$ cat config.mk
export PLATFORM = sky130hd
export DESIGN_NAME = lzx_nibble_adder_seq
export DESIGN_NICKNAME = d
export VERILOG_FILES = /design/src/rtl/lzx_nibble_adder_seq.sv
export SDC_FILE = /design/constraint.sdc
export NUM_CORES = 1
export LEC_CHECK = 0
export ABC_CLOCK_PERIOD_IN_PS = 2350
export BUFFER_PORTS_ARGS = -buffer_cell sky130_fd_sc_hd__buf_4
export CAP_MARGIN = 10
export CORE_UTILIZATION = 24
export CTS_BUF_LIST = sky130_fd_sc_hd__clkbuf_8
export DETAILED_ROUTE_END_ITERATION = 6
export SYNTH_ARGS = -nofsm -noshare
export SYNTH_HDL_FRONTEND = slang
export SYNTH_SLANG_ARGS = --single-unit
$ cat constraint.sdc
create_clock -name clk -period 2.35 [get_ports clk]
set_input_delay 0.235 -clock clk [delete_from_list [all_inputs] [get_ports clk]]
set_output_delay 0.235 -clock clk [all_outputs]
set_load 0.01 [all_outputs]
$ cat src/rtl/lzx_nibble_adder_seq.sv
// lzx_nibble_adder_seq: wide add/subtract built from a single 4-bit adder slice.
// The operands are processed one nibble per clock, LSB first. The ripple carry
// is held in a register between nibbles.
// Optional feature macro: LZX_SEQ_OVF_EN. When it is defined, ovf reports
// signed overflow. When it is undefined, ovf is tied to 0.

// 4-bit carry-lookahead adder slice with the same function as a 74HC283.
// c_o[k] is the carry into bit k. c_o[0] equals c0_i.
module lzx_74HC283 (
    input  logic [3:0] a_i,
    input  logic [3:0] b_i,
    input  logic       c0_i,
    output logic [3:0] s_o,
    output logic       c4_o,
    output logic [3:0] c_o,
    output logic       g_o,
    output logic       p_o
);

    logic [3:0] g_s;
    logic [3:0] p_s;
    logic       c1_s;
    logic       c2_s;
    logic       c3_s;
    logic       c4_s;

    // Bitwise generate/propagate and flat lookahead carries (no internal ripple loop)
    always_comb begin
        g_s  = a_i & b_i;
        p_s  = a_i ^ b_i;
        c1_s = g_s[0] | (p_s[0] & c0_i);
        c2_s = g_s[1] | (p_s[1] & g_s[0]) | (p_s[1] & p_s[0] & c0_i);
        c3_s = g_s[2] | (p_s[2] & g_s[1]) | (p_s[2] & p_s[1] & g_s[0])
             | (p_s[2] & p_s[1] & p_s[0] & c0_i);
        c4_s = g_s[3] | (p_s[3] & g_s[2]) | (p_s[3] & p_s[2] & g_s[1])
             | (p_s[3] & p_s[2] & p_s[1] & g_s[0])
             | (p_s[3] & p_s[2] & p_s[1] & p_s[0] & c0_i);
        s_o  = p_s ^ {c3_s, c2_s, c1_s, c0_i};
        c4_o = c4_s;
        c_o  = {c3_s, c2_s, c1_s, c0_i};
        g_o  = g_s[3] | (p_s[3] & g_s[2]) | (p_s[3] & p_s[2] & g_s[1])
             | (p_s[3] & p_s[2] & p_s[1] & g_s[0]);
        p_o  = &p_s;
    end

endmodule

module lzx_nibble_adder_seq #(
    parameter int NIBBLES = 4
) (
    input  logic                 clk,
    input  logic                 rst,
    input  logic                 start,
    input  logic                 sub,
    input  logic [4*NIBBLES-1:0] a,
    input  logic [4*NIBBLES-1:0] b,
    input  logic                 cin,
    output logic                 ready,
    output logic                 busy,
    output logic                 done,
    output logic [4*NIBBLES-1:0] sum,
    output logic                 cout,
    output logic                 ovf
);

    localparam int W  = 4 * NIBBLES;
    localparam int IW = (NIBBLES > 1) ? $clog2(NIBBLES) : 1;
    localparam logic [IW-1:0] LAST_IDX = IW'(NIBBLES - 1);

    typedef enum logic [1:0] {
        ST_IDLE = 2'd0,
        ST_RUN  = 2'd1,
        ST_DONE = 2'd2
    } state_t;

    state_t         state_q;
    logic [W-1:0]   a_q;
    logic [W-1:0]   b_q;
    logic           carry_q;
    logic [IW-1:0]  idx_q;
    logic [W-1:0]   sum_q;
    logic           cout_q;
    logic           ready_q;
    logic           busy_q;
    logic           done_q;

    logic           accept_s;
    logic [3:0]     slice_a_s;
    logic [3:0]     slice_b_s;
    logic [3:0]     slice_s_s;
    logic           slice_cout_s;
    // Only bit 3 (carry into the MSB) is consumed, and only for overflow.
    logic [3:0]     adder_c_unused_s;
    logic           adder_g_unused_s;
    logic           adder_p_unused_s;

    assign accept_s = start & ready_q;

    // Select the current nibble of each captured operand for the slice
    always_comb begin
        slice_a_s = a_q[{idx_q, 2'b00} +: 4];
        slice_b_s = b_q[{idx_q, 2'b00} +: 4];
    end

    lzx_74HC283 u_slice (
        .a_i  (slice_a_s),
        .b_i  (slice_b_s),
        .c0_i (carry_q),
        .s_o  (slice_s_s),
        .c4_o (slice_cout_s),
        .c_o  (adder_c_unused_s),
        .g_o  (adder_g_unused_s),
        .p_o  (adder_p_unused_s)
    );

`ifdef LZX_SEQ_OVF_EN
    logic ovf_q;
    assign ovf = ovf_q;
`else
    assign ovf = 1'b0;
`endif

    // Sequencer FSM with its datapath registers and registered handshake outputs
    always_ff @(posedge clk) begin
        if (rst) begin
            state_q <= ST_IDLE;
            a_q     <= '0;
            b_q     <= '0;
            carry_q <= 1'b0;
            idx_q   <= '0;
            sum_q   <= '0;
            cout_q  <= 1'b0;
            ready_q <= 1'b1;
            busy_q  <= 1'b0;
            done_q  <= 1'b0;
`ifdef LZX_SEQ_OVF_EN
            ovf_q   <= 1'b0;
`endif
        end else begin
            case (state_q)
                ST_IDLE, ST_DONE: begin
                    if (accept_s) begin
                        // Subtraction runs as A + ~B + ~borrow.
                        a_q     <= a;
                        b_q     <= sub ? ~b : b;
                        carry_q <= sub ? ~cin : cin;
                        idx_q   <= '0;
                        sum_q   <= '0;
                        cout_q  <= 1'b0;
`ifdef LZX_SEQ_OVF_EN
                        ovf_q   <= 1'b0;
`endif
                        state_q <= ST_RUN;
                        ready_q <= 1'b0;
                        busy_q  <= 1'b1;
                        done_q  <= 1'b0;
                    end else begin
                        state_q <= ST_IDLE;
                        ready_q <= 1'b1;
                        busy_q  <= 1'b0;
                        done_q  <= 1'b0;
                    end
                end
                ST_RUN: begin
                    sum_q[{idx_q, 2'b00} +: 4] <= slice_s_s;
                    carry_q <= slice_cout_s;
                    idx_q   <= idx_q + IW'(1);
                    if (idx_q == LAST_IDX) begin
                        cout_q  <= slice_cout_s;
`ifdef LZX_SEQ_OVF_EN
                        ovf_q   <= adder_c_unused_s[3] ^ slice_cout_s;
`endif
                        state_q <= ST_DONE;
                        ready_q <= 1'b1;
                        busy_q  <= 1'b0;
                        done_q  <= 1'b1;
                    end else begin
                        state_q <= ST_RUN;
                        ready_q <= 1'b0;
                        busy_q  <= 1'b1;
                        done_q  <= 1'b0;
                    end
                end
                default: begin
                    state_q <= ST_IDLE;
                    ready_q <= 1'b1;
                    busy_q  <= 1'b0;
                    done_q  <= 1'b0;
                end
            endcase
        end
    end

    assign ready = ready_q;
    assign busy  = busy_q;
    assign done  = done_q;
    assign sum   = sum_q;
    assign cout  = cout_q;

endmodule

Word level (Yosys, flattened, before mapping)
Index checks and enable logic that the tools add are counted.
- output and inout bits: 21
- input bits: 37
- logic and storage cells: 82
- register bits: 57
- mux-type cells: 21
- equality and inequality tests: 5
- bitwise gates (word level): 33
- reductions and logical operators: 7
- shift operators: 4
- add/sub/neg operators: 2
- operators by type and width (operator ; count):
    two-way mux 16 bit ; 2
    one-hot mux 16 bit (2 select lines) ; 1
    variable part select 16 x 5 -> 4 bit ; 2
    bitwise AND 1 bit ; 17
    bitwise mux 16 bit ; 1
    NOT 16 bit ; 1
    variable shift 4 x 6 -> 16 bit (first input constant) ; 1
    variable part select 4 x 6 -> 16 bit ; 1
    OR 1 bit ; 10
    two-way mux 1 bit ; 9
    one-hot mux 1 bit (2 select lines) ; 4
    one-hot mux 2 bit (2 select lines) ; 2
    bitwise XOR 4 bit ; 2
    negator 4 -> 6 bit ; 1
    bitwise AND 4 bit ; 1
    equality test 2 bit (second input constant) ; 2
    two-way mux 2 bit ; 2
    != test 2 bit (second input constant) ; 2
    AND reduction 2 bit ; 2
    OR reduction 2 bit ; 2
    AND reduction 3 bit ; 1
    adder 2 x 1 -> 2 bit (second input constant) ; 1
    equality test 2 x 1 -> 1 bit (second input constant) ; 1
    zero test 2 bit ; 1
    2 further kinds ; 3

Longest topological paths before layout
- word-level depth: 10
- depth in mapped cells: 7
- gate-level depth less buffers: 6

Modules after synthesis
Synthesis repeated with hierarchy kept, for this count alone.
- cell total of the unflattened synthesis: 272
- area total of the unflattened synthesis: 2800.2 µm²
- by module, submodules not included (module ; instances ; cells each ; seq. area each (µm²) ; area an instance (µm²)):
    lzx_nibble_adder_seq ; 1 ; 247 ; 1121.1 ; 2595.0
    lzx_74HC283 ; 1 ; 25 ; 0.0 ; 205.2

Least setup slack after synthesis
OpenSTA, ideal clock, no wires.
- path kind: reg2reg
- start: register idx_q[0]
- end: register sum_q[15], in the netlist sum[15]
- clock period less this slack: 2.471 ns
- required time: 2.233 ns
- setup slack: -0.121 ns
- setup time: 0.117 ns
- data arrival time: 2.355 ns
- path buffers: 1
- cell stages (with the launch flop): 8
- path through: dfxtp_1 buf_2 mux4_2 ha_1 a211o_1 a211oi_1 nor3_1 a22o_1
- word-level cells in the longest chain between the ends: 10
- elaborated cells on any way between the ends: 25
- classes of those cells: add/sub (1); shift (4); mux (2); bitwise (18)
- ends and longest elaborated chain (item ; RTL line ; RTL):
    start: declaration ; 80 ; logic [IW-1:0] idx_q;
    start signal: assignment ; 167 ; idx_q <= idx_q + IW'(1);
    variable part select 16 x 5 -> 4 bit, on equally long branches ; 101, 102 ;
    bitwise XOR 4 bit / bitwise AND 4 bit (equally long branches) ; 30, 29 ;
    bitwise AND 1 bit, on equally long branches ; 33, 34 ;
    OR 1 bit (tied with other cells) ; 33 ; c3_s = g_s[2] | (p_s[2] & g_s[1]) | (p_s[2] & p_s[1] & g_s[0])
    OR 1 bit / bitwise AND 1 bit (equally long branches) ; 33, 34 ;
    OR 1 bit ; 34 ; | (p_s[2] & p_s[1] & p_s[0] & c0_i);
    bitwise XOR 4 bit ; 38 ; s_o = p_s ^ {c3_s, c2_s, c1_s, c0_i};
    variable part select 4 x 6 -> 16 bit ; 165 ; sum_q[{idx_q, 2'b00} +: 4] <= slice_s_s;
    bitwise mux 16 bit (*) ; 165 ;
    one-hot mux 16 bit (2 select lines) (*) ; 140 ; case (state_q)
    end signal: indexed assignment ; 165 ;
    end: declaration ; 81 ; logic [W-1:0] sum_q;
Mark *: on every way between the ends. The rest lies on a longest branch, timed or not.
A chain may end at the register's enable or synchronous reset.

Final worst setup path
- start: register idx_q[0]
- end: register sum_q[3], in the netlist sum[3]
The elaborated chain is that of the path after synthesis.

==> results.py <==
metrics = {
    "status": {
        "status": "finished clean",
    },
    "synthesis": {
        "synth_fp_nets": 317,
        "synth_top_area_share_pct": 42.50,
        "synth_cell_types": 39,
        "syn_avg_cell_area_um2": 9.769,
        "synth_area_leaders": "dfxtp_1, mux4_2, xnor2_1",
        "synth-edff-count": 0,
        "ys.warnings.count": 0,
        "synth_common_cells": "dfxtp_1, nand2_1, nor2_1, a21oi_1, xnor2_1",
        "async_reset_ff_share_pct": 0,
        "synth_area_leader_cell": "dfxtp_1",
        "synth_seq_cells": 56,
        "synth_ff_type": "dfxtp_1",
        "synth_most_common_cell": "dfxtp_1",
        "netlist_instances": 270,
        "netlist_area_um2": 2638,
        "seq_area_frac_synth_pct": 42.50,
    },
    "detailed_routing": {
        "dr.max_layer_used": "met4",
        "vias": 2089,
        "drc": 0,
        "drt-total-wl_um": 6047,
        "route.met3.wl_um": 232,
        "wl_met2_um": 2889,
        "drt-pass1-iter-count": 5,
        "wl_per_cell_um": 13.09,
        "wl_met1_um": 2881,
        "antenna_left": 0,
        "drt_iter0_drc": 65,
        "vias_per_cell": 4.522,
    },
    "cts": {
        "hold_buffers": 0,
        "cts_buffer_depth": 2,
        "root_buffer": "clkbuf_8",
        "h-tree-depth": 2,
        "cts_sinks": 56,
        "cts.reportedPaths.clkPinSlew_ns": 0.10,
        "clk_latency_ns": 0.31,
        "cts_tree": "built",
        "cts_buffers": 5,
    },
    "floorplan": {
        "rows": 37,
        "io_pins": 58,
        "die_w_um": 106.8,
        "fp.coreArea_um2": 10510,
        "start_util_pct": 25.10,
        "die-area_um2": 11410,
        "die_h_um": 106.8,
    },
    "layout": {
        "fin_cells": 462,
        "area_growth_pct": 29.41,
        "insertedDiodeCount": 0,
        "nets": 372,
        "layout-drive-gt1-share_pct": 33.74,
    },
    "critical_path": {
        "startpoint_type": "flip-flop",
        "arrival_ns": 2.50,
        "crit_chain": "buf_6 -> mux4_2 -> ha_4 -> a211o_1 -> a211oi_2 -> nor3_4 -> a32o_1",
        "cp_max_fo": 4,
        "slowest_stage": "mux4_2",
        "worstSetupEndpointType": "flip-flop",
        "required_ns": 2.56,
        "crit_type": "reg -> reg",
        "cpPeakStageDelay_ns": 0.56,
    },
    "power": {
        "p_per_area_nw_per_um2": 646.2,
        "leakage_uw": 0.001328,
        "internal_power_uw": 1598,
        "power_frac_seq_pct": 47.5,
        "pwr-share-comb_pct": 22.6,
        "power_switching_uw": 607.8,
        "clockPowerShare_pct": 29.9,
        "swShare_pct": 27.56,
        "vdd_drop_max_mv": 0.2543,
    },
    "sta": {
        "finalCriticalPeriod_ns": 2.289,
        "fin_skew_ns": 0.006906,
        "setup_viol": 0,
        "final_max_slew_viol_count": 0,
        "period_share_pct": 97.41,
        "fin_hold_ws_ns": 0.1648,
        "fmax_mhz": 436.8,
        "hold_viol_final": 0,
    },
    "min_path": {
        "hp-class": "in -> reg",
    },
    "global_route": {
        "grt.overflow.total": 0,
        "grt_pass1_vias": 1975,
        "grt_max_degree": 38,
        "antenna_found_initial": 0,
        "groute.usage.overall_pct": 10.80,
        "grt_pass1_wl_um": 9611,
    },
    "placement": {
        "place_inst": 451,
        "post-dp-hpwl_um": 4497,
        "routabilityCongestion": 0.7719,
        "portBuffers": 56,
    },
    "job": {
        "max_cap_violations": 0,
    },
}
## cell type report
class	count	area (µm²)
Fill cell	1082	7096
Multi-Input combinational cell	187	1418
Sequential cell	56	1126
Timing Repair Buffer	68	551.8
Tap cell	136	170.2
Clock buffer	6	82.58
Clock inverter	2	38.79
Inverter	7	26.28
## placed cells by master, fill, tap and decap left out, drive strengths merged, types with 2 or more instances in the layout
cell type	Yosys	final
nand3	2	2
nand3b	2	2
nand2b	2	2
a21oi	24	24
or2	2	2
xnor2	17	17
clkbuf	2	6
a22oi	8	8
buf	18	68
nor3	2	2
ha	9	9
a32oi	4	4
inv	7	7
nor4	3	3
a211o	2	2
nand2	36	36
a32o	3	3
a211oi	19	19
mux4	8	8
dfxtp	56	56
nor2	31	31
## state kept, by name, summed over array words and instances, names as in the netlist
register	count
ready	1
a_q	16
carry_q	1
done	1
cout	1
idx_q	2
b_q	16
state_q	2
sum	16
## metrics by stage
| stage | instance area, µm² | setup TNS [ns] | power (µW) | setup slack, ns | utilization, % |
|---|---|---|---|---|---|
| after floorplan | 2656 | 0 | 1394 | 0.04099 | - |
| after global placement | 3229 | -0.05355 | 1535 | -0.02765 | 30.73 |
| after detailed placement | 3229 | -0.2526 | 1546 | -0.07475 | 30.73 |
| after CTS | 3377 | 0 | 2213 | 0.01047 | 32.13 |
| after global routing | 3413 | -0.01130 | 2321 | -0.007980 | 32.48 |
| final | 3413 | 0 | 2206 | 0.06082 | 32.48 |
## path summary, 6_finish.rpt
check,to,slack [ns],cells after the start,from
setup / recovery,sum[3]$_SDFFE_PP0P_,0.06,7,idx_q[0]$_SDFFE_PP0P_
hold / removal,a_q[1]$_SDFFE_PP0P_,0.16,3,a[1]
setup reg to reg,sum[3]$_SDFFE_PP0P_,0.06,7,idx_q[0]$_SDFFE_PP0P_
hold reg to reg,a_q[3]$_SDFFE_PP0P_,0.46,2,a_q[3]$_SDFFE_PP0P_
## what timing repair did
action / 4_1_cts / 5_1_grt
resized for setup: 3 / 6
endpoints found under the setup margin: 4 / 5
pin swaps: 0 / 6
buffers inserted: 2 / 1
## cell families after synthesis
group	share of synthesized area, %
fa+ha+maj	5.029
flops	42.50
compound gates	19.40
xor+xnor	5.977
other cells	0.1422
buf+inv	5.455
simple gates	14.66
mux	6.831
## layer usage
layer / global-route usage, % / vias to the layer above
met1: 14.01 / 980
met2: 18.11 / 47
met4: 2.935 / 0
met3: 2.249 / 5
met5: 0 / -
li1: - / 1057
## power by group through the flow
stage / combinational, µW / clock (µW) / sequential, µW
2_1_floorplan: 332 / 0 / 1060
3_3_place_gp: 466 / 0 / 1070
3_5_place_dp: 476 / 0 / 1070
4_1_cts: 488 / 676 / 1050
5_1_grt: 546 / 717 / 1060
6_report: 499 / 659 / 1050
## worst max-delay path: cells and delay by family (launching register included)
kind	cells	cell delay [ns]
flip-flops	1	0.38
AO/OA/AOI/OAI	3	0.80
adder cells (fa/ha/maj)	1	0.27
buffers and inverters	1	0.11
AND/OR/NAND/NOR	1	0.08
multiplexers	1	0.56
Note: power is estimated with default switching activity, not from simulation.
